--- src/rtl/sha256_block_engine.sv ---
// ---------------------------------------------------------------------------
// sha256_block_engine
//
// SHA-256 compression engine for 512-bit message blocks. The hash state is
// chained across blocks, so a multi-block message is fed one block at a time.
// A block flagged blk_first restarts the chain from either the standard IV or
// the caller-supplied h_init (selected by USE_STD_IV). ROUNDS_PER_CYCLE rounds
// are evaluated per clock (1, 2 or 4). The message schedule is a 16-word
// sliding window rather than a 64-word array.
//
// Parameters:
//   ROUNDS_PER_CYCLE  rounds per clock, 1/2/4
//   USE_STD_IV        1: blk_first loads standard IV, 0: blk_first loads h_init
//
// Ports:
//   clk        clock, rising edge
//   rstn       asynchronous active-low reset
//   blk_valid  blk_data/blk_first/h_init valid
//   blk_ready  engine idle and able to take a block
//   blk_data   512-bit block, [511:480] = W0 ... [31:0] = W15
//   blk_first  first block of a message, reload chain before compressing
//   h_init     initial hash when USE_STD_IV=0, [255:224] = H0
//   out_valid  digest valid, held until out_ready
//   out_ready  consumer takes the digest
//   digest     chained hash after the last block, [255:224] = H0
//   busy       high while loading, compressing or finalising
// ---------------------------------------------------------------------------
module sha256_block_engine #(
    parameter int ROUNDS_PER_CYCLE = 1,
    parameter bit USE_STD_IV       = 1
) (
    input  logic         clk,
    input  logic         rstn,
    input  logic         blk_valid,
    output logic         blk_ready,
    input  logic [511:0] blk_data,
    input  logic         blk_first,
    input  logic [255:0] h_init,
    output logic         out_valid,
    input  logic         out_ready,
    output logic [255:0] digest,
    output logic         busy
);

    localparam int R = ROUNDS_PER_CYCLE;

    // Counter value seen during the last ROUND cycle.
    localparam logic [6:0] LAST_CNT = 7'(64 - R);

    localparam logic [2:0] S_IDLE   = 3'd0;
    localparam logic [2:0] S_LOAD   = 3'd1;
    localparam logic [2:0] S_ROUND  = 3'd2;
    localparam logic [2:0] S_FINAL  = 3'd3;
    localparam logic [2:0] S_OUTPUT = 3'd4;

    generate
        if (!(ROUNDS_PER_CYCLE == 1 || ROUNDS_PER_CYCLE == 2 || ROUNDS_PER_CYCLE == 4)) begin : g_bad_rpc
            $error("sha256_block_engine: ROUNDS_PER_CYCLE must be 1, 2 or 4");
        end
    endgenerate

    // Index 0 is H0 / a / W0 throughout.
    typedef logic [7:0][31:0]  hash_t;
    typedef logic [15:0][31:0] win_t;

    localparam hash_t STD_IV = {
        32'h5be0cd19, 32'h1f83d9ab, 32'h9b05688c, 32'h510e527f,
        32'ha54ff53a, 32'h3c6ef372, 32'hbb67ae85, 32'h6a09e667
    };

    localparam logic [31:0] K [0:63] = '{
        32'h428a2f98, 32'h71374491, 32'hb5c0fbcf, 32'he9b5dba5,
        32'h3956c25b, 32'h59f111f1, 32'h923f82a4, 32'hab1c5ed5,
        32'hd807aa98, 32'h12835b01, 32'h243185be, 32'h550c7dc3,
        32'h72be5d74, 32'h80deb1fe, 32'h9bdc06a7, 32'hc19bf174,
        32'he49b69c1, 32'hefbe4786, 32'h0fc19dc6, 32'h240ca1cc,
        32'h2de92c6f, 32'h4a7484aa, 32'h5cb0a9dc, 32'h76f988da,
        32'h983e5152, 32'ha831c66d, 32'hb00327c8, 32'hbf597fc7,
        32'hc6e00bf3, 32'hd5a79147, 32'h06ca6351, 32'h14292967,
        32'h27b70a85, 32'h2e1b2138, 32'h4d2c6dfc, 32'h53380d13,
        32'h650a7354, 32'h766a0abb, 32'h81c2c92e, 32'h92722c85,
        32'ha2bfe8a1, 32'ha81a664b, 32'hc24b8b70, 32'hc76c51a3,
        32'hd192e819, 32'hd6990624, 32'hf40e3585, 32'h106aa070,
        32'h19a4c116, 32'h1e376c08, 32'h2748774c, 32'h34b0bcb5,
        32'h391c0cb3, 32'h4ed8aa4a, 32'h5b9cca4f, 32'h682e6ff3,
        32'h748f82ee, 32'h78a5636f, 32'h84c87814, 32'h8cc70208,
        32'h90befffa, 32'ha4506ceb, 32'hbef9a3f7, 32'hc67178f2
    };

    // ------------------------------------------------------------------
    // SHA-256 primitives
    // ------------------------------------------------------------------
    function automatic logic [31:0] rotr(input logic [31:0] x, input int n);
        return (x >> n) | (x << (32 - n));
    endfunction

    function automatic logic [31:0] bsig0(input logic [31:0] x);
        return rotr(x, 2) ^ rotr(x, 13) ^ rotr(x, 22);
    endfunction

    function automatic logic [31:0] bsig1(input logic [31:0] x);
        return rotr(x, 6) ^ rotr(x, 11) ^ rotr(x, 25);
    endfunction

    function automatic logic [31:0] ssig0(input logic [31:0] x);
        return rotr(x, 7) ^ rotr(x, 18) ^ (x >> 3);
    endfunction

    function automatic logic [31:0] ssig1(input logic [31:0] x);
        return rotr(x, 17) ^ rotr(x, 19) ^ (x >> 10);
    endfunction

    function automatic hash_t from_flat(input logic [255:0] f);
        hash_t h;
        for (int i = 0; i < 8; i++) begin
            h[i] = f[255 - 32*i -: 32];
        end
        return h;
    endfunction

    function automatic logic [255:0] to_flat(input hash_t h);
        logic [255:0] f;
        for (int i = 0; i < 8; i++) begin
            f[255 - 32*i -: 32] = h[i];
        end
        return f;
    endfunction

    function automatic win_t unpack_block(input logic [511:0] b);
        win_t w;
        for (int i = 0; i < 16; i++) begin
            w[i] = b[511 - 32*i -: 32];
        end
        return w;
    endfunction

    // Slide the schedule window by R words. New words are produced in order,
    // so later new words may depend on earlier ones within the same cycle.
    // Near the end of the block this computes words past W63; they are never used.
    function automatic win_t next_window(input win_t w);
        logic [19:0][31:0] ext;
        win_t              nw;
        ext = '0;
        for (int i = 0; i < 16; i++) begin
            ext[i] = w[i];
        end
        for (int k = 0; k < R; k++) begin
            ext[16 + k] = ssig1(ext[14 + k]) + ext[9 + k] + ssig0(ext[1 + k]) + ext[k];
        end
        for (int i = 0; i < 16; i++) begin
            nw[i] = ext[i + R];
        end
        return nw;
    endfunction

    // Apply R rounds back to back. Round j of this cycle is round t0+j and
    // uses window word j, which is always one of the current 16 words.
    function automatic hash_t do_rounds(input hash_t s, input win_t w, input logic [5:0] t0);
        logic [31:0] a, b, c, d, e, f, g, h, t1, t2;
        hash_t       o;
        a = s[0]; b = s[1]; c = s[2]; d = s[3];
        e = s[4]; f = s[5]; g = s[6]; h = s[7];
        for (int j = 0; j < R; j++) begin
            t1 = h + bsig1(e) + ((e & f) ^ (~e & g)) + K[t0 + 6'(j)] + w[j];
            t2 = bsig0(a) + ((a & b) ^ (a & c) ^ (b & c));
            h = g;
            g = f;
            f = e;
            e = d + t1;
            d = c;
            c = b;
            b = a;
            a = t1 + t2;
        end
        o[0] = a; o[1] = b; o[2] = c; o[3] = d;
        o[4] = e; o[5] = f; o[6] = g; o[7] = h;
        return o;
    endfunction

    // ------------------------------------------------------------------
    // State
    // ------------------------------------------------------------------
    logic [2:0] state;
    logic [6:0] round_cnt;
    hash_t      chain_h;
    hash_t      base_h;
    hash_t      work;
    hash_t      digest_q;
    win_t       win;

    hash_t      work_next;
    win_t       win_next;
    hash_t      final_sum;
    logic       accept;

    // rstn gates blk_ready directly so it is low for the whole reset pulse.
    assign blk_ready = rstn && (state == S_IDLE);
    assign accept    = blk_valid && blk_ready;
    assign out_valid = (state == S_OUTPUT);
    assign busy      = (state == S_LOAD) || (state == S_ROUND) || (state == S_FINAL);
    assign digest    = to_flat(digest_q);

    assign work_next = do_rounds(work, win, round_cnt[5:0]);
    assign win_next  = next_window(win);

    always_comb begin
        final_sum = '0;
        for (int i = 0; i < 8; i++) begin
            final_sum[i] = base_h[i] + work[i];
        end
    end

    // Block, first flag and h_init are only guaranteed on the accept edge, so
    // the window and the base hash are captured right there; LOAD then seeds
    // the working variables from the captured base.
    always_ff @(posedge clk or negedge rstn) begin
        if (!rstn) begin
            state     <= S_IDLE;
            round_cnt <= '0;
            chain_h   <= STD_IV;
            base_h    <= '0;
            work      <= '0;
            digest_q  <= '0;
            win       <= '0;
        end else begin
            case (state)
                S_IDLE: begin
                    if (accept) begin
                        win <= unpack_block(blk_data);
                        if (blk_first) begin
                            base_h <= USE_STD_IV ? STD_IV : from_flat(h_init);
                        end else begin
                            base_h <= chain_h;
                        end
                        state <= S_LOAD;
                    end
                end
                S_LOAD: begin
                    work      <= base_h;
                    round_cnt <= '0;
                    state     <= S_ROUND;
                end
                S_ROUND: begin
                    work      <= work_next;
                    win       <= win_next;
                    round_cnt <= round_cnt + 7'(R);
                    if (round_cnt == LAST_CNT) begin
                        state <= S_FINAL;
                    end
                end
                S_FINAL: begin
                    chain_h  <= final_sum;
                    digest_q <= final_sum;
                    state    <= S_OUTPUT;
                end
                S_OUTPUT: begin
                    if (out_ready) begin
                        state <= S_IDLE;
                    end
                end
                default: begin
                    state <= S_IDLE;
                end
            endcase
        end
    end

endmodule

--- config.mk ---
export PLATFORM = sky130hd
export DESIGN_NAME = sha256_block_engine
export DESIGN_NICKNAME = d
export VERILOG_FILES = /design/src/rtl/sha256_block_engine.sv
export SDC_FILE = /design/constraint.sdc
export NUM_CORES = 2
export LEC_CHECK = 0
export BUFFER_PORTS_ARGS = -buffer_cell sky130_fd_sc_hd__buf_2
export CAP_MARGIN = 20
export CORE_AREA = 2 2 433 435
export DETAILED_ROUTE_END_ITERATION = 12
export DIE_AREA = 0 0 435 437
export PLACE_DENSITY = 0.71
export SKIP_LAST_GASP = 1
export SYNTH_ARGS = -nofsm -noshare
export SYNTH_HDL_FRONTEND = slang
export SYNTH_SLANG_ARGS = --single-unit
--- constraint.sdc ---
create_clock -name clk -period 16.8 [get_ports clk]
set_clock_uncertainty 0.1 [all_clocks]
set_input_delay 3.36 -clock clk [delete_from_list [all_inputs] [get_ports clk]]
set_output_delay 3.36 -clock clk [all_outputs]
set_load 0.05 [all_outputs]
==> results_dict.tcl <==
set metrics [dict create \
    yosysMostFrequentCell "nand2_1" \
    synth.area.top_cells "dfrtp_1, nand2_1, ha_1, a31oi_1, fa_1" \
    async_flop_share_pct 100 \
    setup_viol 0 \
    min_period_ns 9.95 \
    viasPerCell 5.90 \
    fp.dieW_um 435 \
    synth_top_area_share_pct 36.5 \
    path_max_fanout 20 \
    synth_common_cells "nand2_1, dfrtp_1, nor2_1, a31oi_1, clkbuf_1" \
    fmax_mhz 100 \
    cp-start-kind "flip-flop" \
    grt_pass1_vias 74600 \
    ys.warnings.count 0 \
    dp_hpwl_um 249000 \
    coreArea_mm2 0.185 \
    syn_inst 10700 \
    areaGrowthSynthToFinish_pct 11.3 \
    endpoint "work[31]$_DFFE_PN0P_" \
    cts_max_level 4 \
    rsz0062_at_grt "false" \
    fin_setup_tns_ns 0 \
    initial_core_util_pct 47.8 \
    antenna_found_initial 91 \
    status "complete, no violations" \
    hold_ws_ns 0.354 \
    portBuffers 775 \
    worst_pin_slew_ns 1.17 \
    seqCellArea_mm2 0.0359 \
    syn-num-nets 12000 \
    ys_seq_area_share_pct 40.5 \
    r2r-start "round_cnt[1]$_DFFE_PN0P_" \
    synth_seq_cells 1426 \
    via_count 79800 \
    synth_edf_count 0 \
    fin_ws_ns 6.85 \
    cap_violations 0 \
    min_path_type "flip-flop to flip-flop" \
    clk_transition_reported_paths_ns 0.06 \
    hold_viol 0 \
    final_area_mm2 0.0985 \
    path_class "flip-flop to flip-flop" \
    drcViolationCount 0 \
    cts_hold_buf 0 \
    wire_per_inst_um 24.8 \
    row_count 158 \
    yosysUniqueCellTypes 95 \
    cts-root-buf "clkbuf_16" \
    die_y_um 437 \
    required_ns 17.38 \
    dpl_cell_area_mm2 0.0928 \
    critical_path.endpoint_type "flip-flop" \
    fin_nets 12200 \
    grt_pass1_wl_um 489000 \
    synth_flop_cell "dfrtp_1" \
    slowest_delay_ns 0.86 \
    grt_usage_pct 34.2 \
    die_area_mm2 0.190 \
    critPathSlowestCell "dfrtp_1" \
    crit_arrival_ns 10.53 \
    grt_max_degree 255 \
    clk-insertion-delay-late_ns 0.85 \
    numCtsBuffers 161 \
    cpMostUsedCell "o21ai_0" \
    synth_top_area_cell "dfrtp_1" \
    regToRegSetupSlack_ns 6.85 \
    drt_pre_antenna_iters 6 \
    fillers 17400 \
    multi_input_area_mm2 0.0473 \
    crit_path_start "round_cnt[1]$_DFFE_PN0P_" \
    drtAntennaViolNets 0 \
    dp_slack_ns 7.13 \
    cts_setup_buffers 0 \
    gp_congestion 1.02 \
    cts_tree "done" \
    wl_um 335000 \
    syn_area_mm2 0.0885 \
    final_max_slew_viol_count 0 \
    syn_area_per_cell_um2 8.31 \
    cts_buffer_depth 3 \
    max-slew-margin-rel_pct 22.0 \
    r2r_cells 34 \
    finalCritPeriodShare_pct 59.2 \
    overflow 0 \
    io_pins 1032 \
    drt_iter0_markers 9055 \
    r2r_end "work[31]$_DFFE_PN0P_" \
    drive_gt1_share_pct 12.4 \
    cts.sinks 1426 \
    cts_resized 0 \
]
worst max-delay path, delay by kind of cell, from the launching register on:
kind | cells | cell delay, ns
compound gates | 16 | 3.80
fa+ha+maj | 6 | 2.88
simple gates | 6 | 0.89
flops | 1 | 0.86
buf+inv | 4 | 0.67
xor+xnor | 2 | 0.59
worst min path at each step:
stage,start,endpoint,slack (ns),cells past startpoint
2_1_floorplan,chain_h[156]$_DFFE_PN1P_,chain_h[156]$_DFFE_PN1P_,0.33,2
3_3_place_gp,chain_h[156]$_DFFE_PN1P_,chain_h[156]$_DFFE_PN1P_,0.34,2
3_5_place_dp,chain_h[32]$_DFFE_PN1P_,chain_h[32]$_DFFE_PN1P_,0.35,2
4_1_cts,chain_h[56]$_DFFE_PN1P_,chain_h[56]$_DFFE_PN1P_,0.36,2
5_1_grt,chain_h[93]$_DFFE_PN1P_,chain_h[93]$_DFFE_PN1P_,0.37,2
6_report,chain_h[114]$_DFFE_PN1P_,chain_h[114]$_DFFE_PN1P_,0.35,2
metrics by stage:
step	instances	utilization, %
2_1_floorplan	10700	-
3_3_place_gp	13200	50.1
3_5_place_dp	13200	50.1
4_1_cts	13500	53.1
5_1_grt	13500	53.2
6_report	13500	53.2
cell families (layout without fill, tap and decap cells):
group | Yosys count | in the layout | synth area share [%]
buffers and inverters | 1299 | 1639 | 6.02
other | 0 | 50 | 0
AND/OR/NAND/NOR | 4282 | 4282 | 19.8
adder cells (fa/ha/maj) | 599 | 599 | 10.1
flip-flops | 1426 | 1426 | 40.5
multiplexers | 70 | 70 | 0.995
XOR/XNOR | 568 | 568 | 5.62
AO/OA/AOI/OAI | 2407 | 2407 | 16.9
sequential cells by signal, indices dropped and copies added (netlist names):
signal     flops
win          512
chain_h      256
work         256
base_h       256
state          3
round_cnt      7
digest       136
layout make-up:
cell class                 count  share of cell area (%)
tap                         2480                    3.15
timing repair buffer         859                    4.74
sequential                  1426                    36.4
inverter                     485                    1.86
clock buffer                 244                    4.92
multi-input combinational   7926                    48.1
clock inverter                51                   0.703
antenna                       50                   0.127
per-layer routing:
metal | up-vias | track usage (%) | routed length [um] | share of wire [%]
li1 | 36100 | - | - | -
met1 | 39200 | 47.8 | 140000 | 42
met2 | 3723 | 49.2 | 144000 | 43
met3 | 728 | 9.15 | 35100 | 10
met4 | 32 | 16.2 | 16500 | 4.9
met5 | - | 0 | 197 | 0.059
cells in the final DEF (no fill, tap or decap), drive strengths merged, types with 247 or more instances in the layout:
master  instances
a31oi         753
xnor2         324
a21o          247
dfrtp        1290
ha            399
a21oi         403
inv           490
buf           859
nand2        2764
o21ai         591
nor2          958
Power is left out: the tool's default activity adds up to more than one toggle a clock period on the data nets, which glitch-free logic cannot reach.
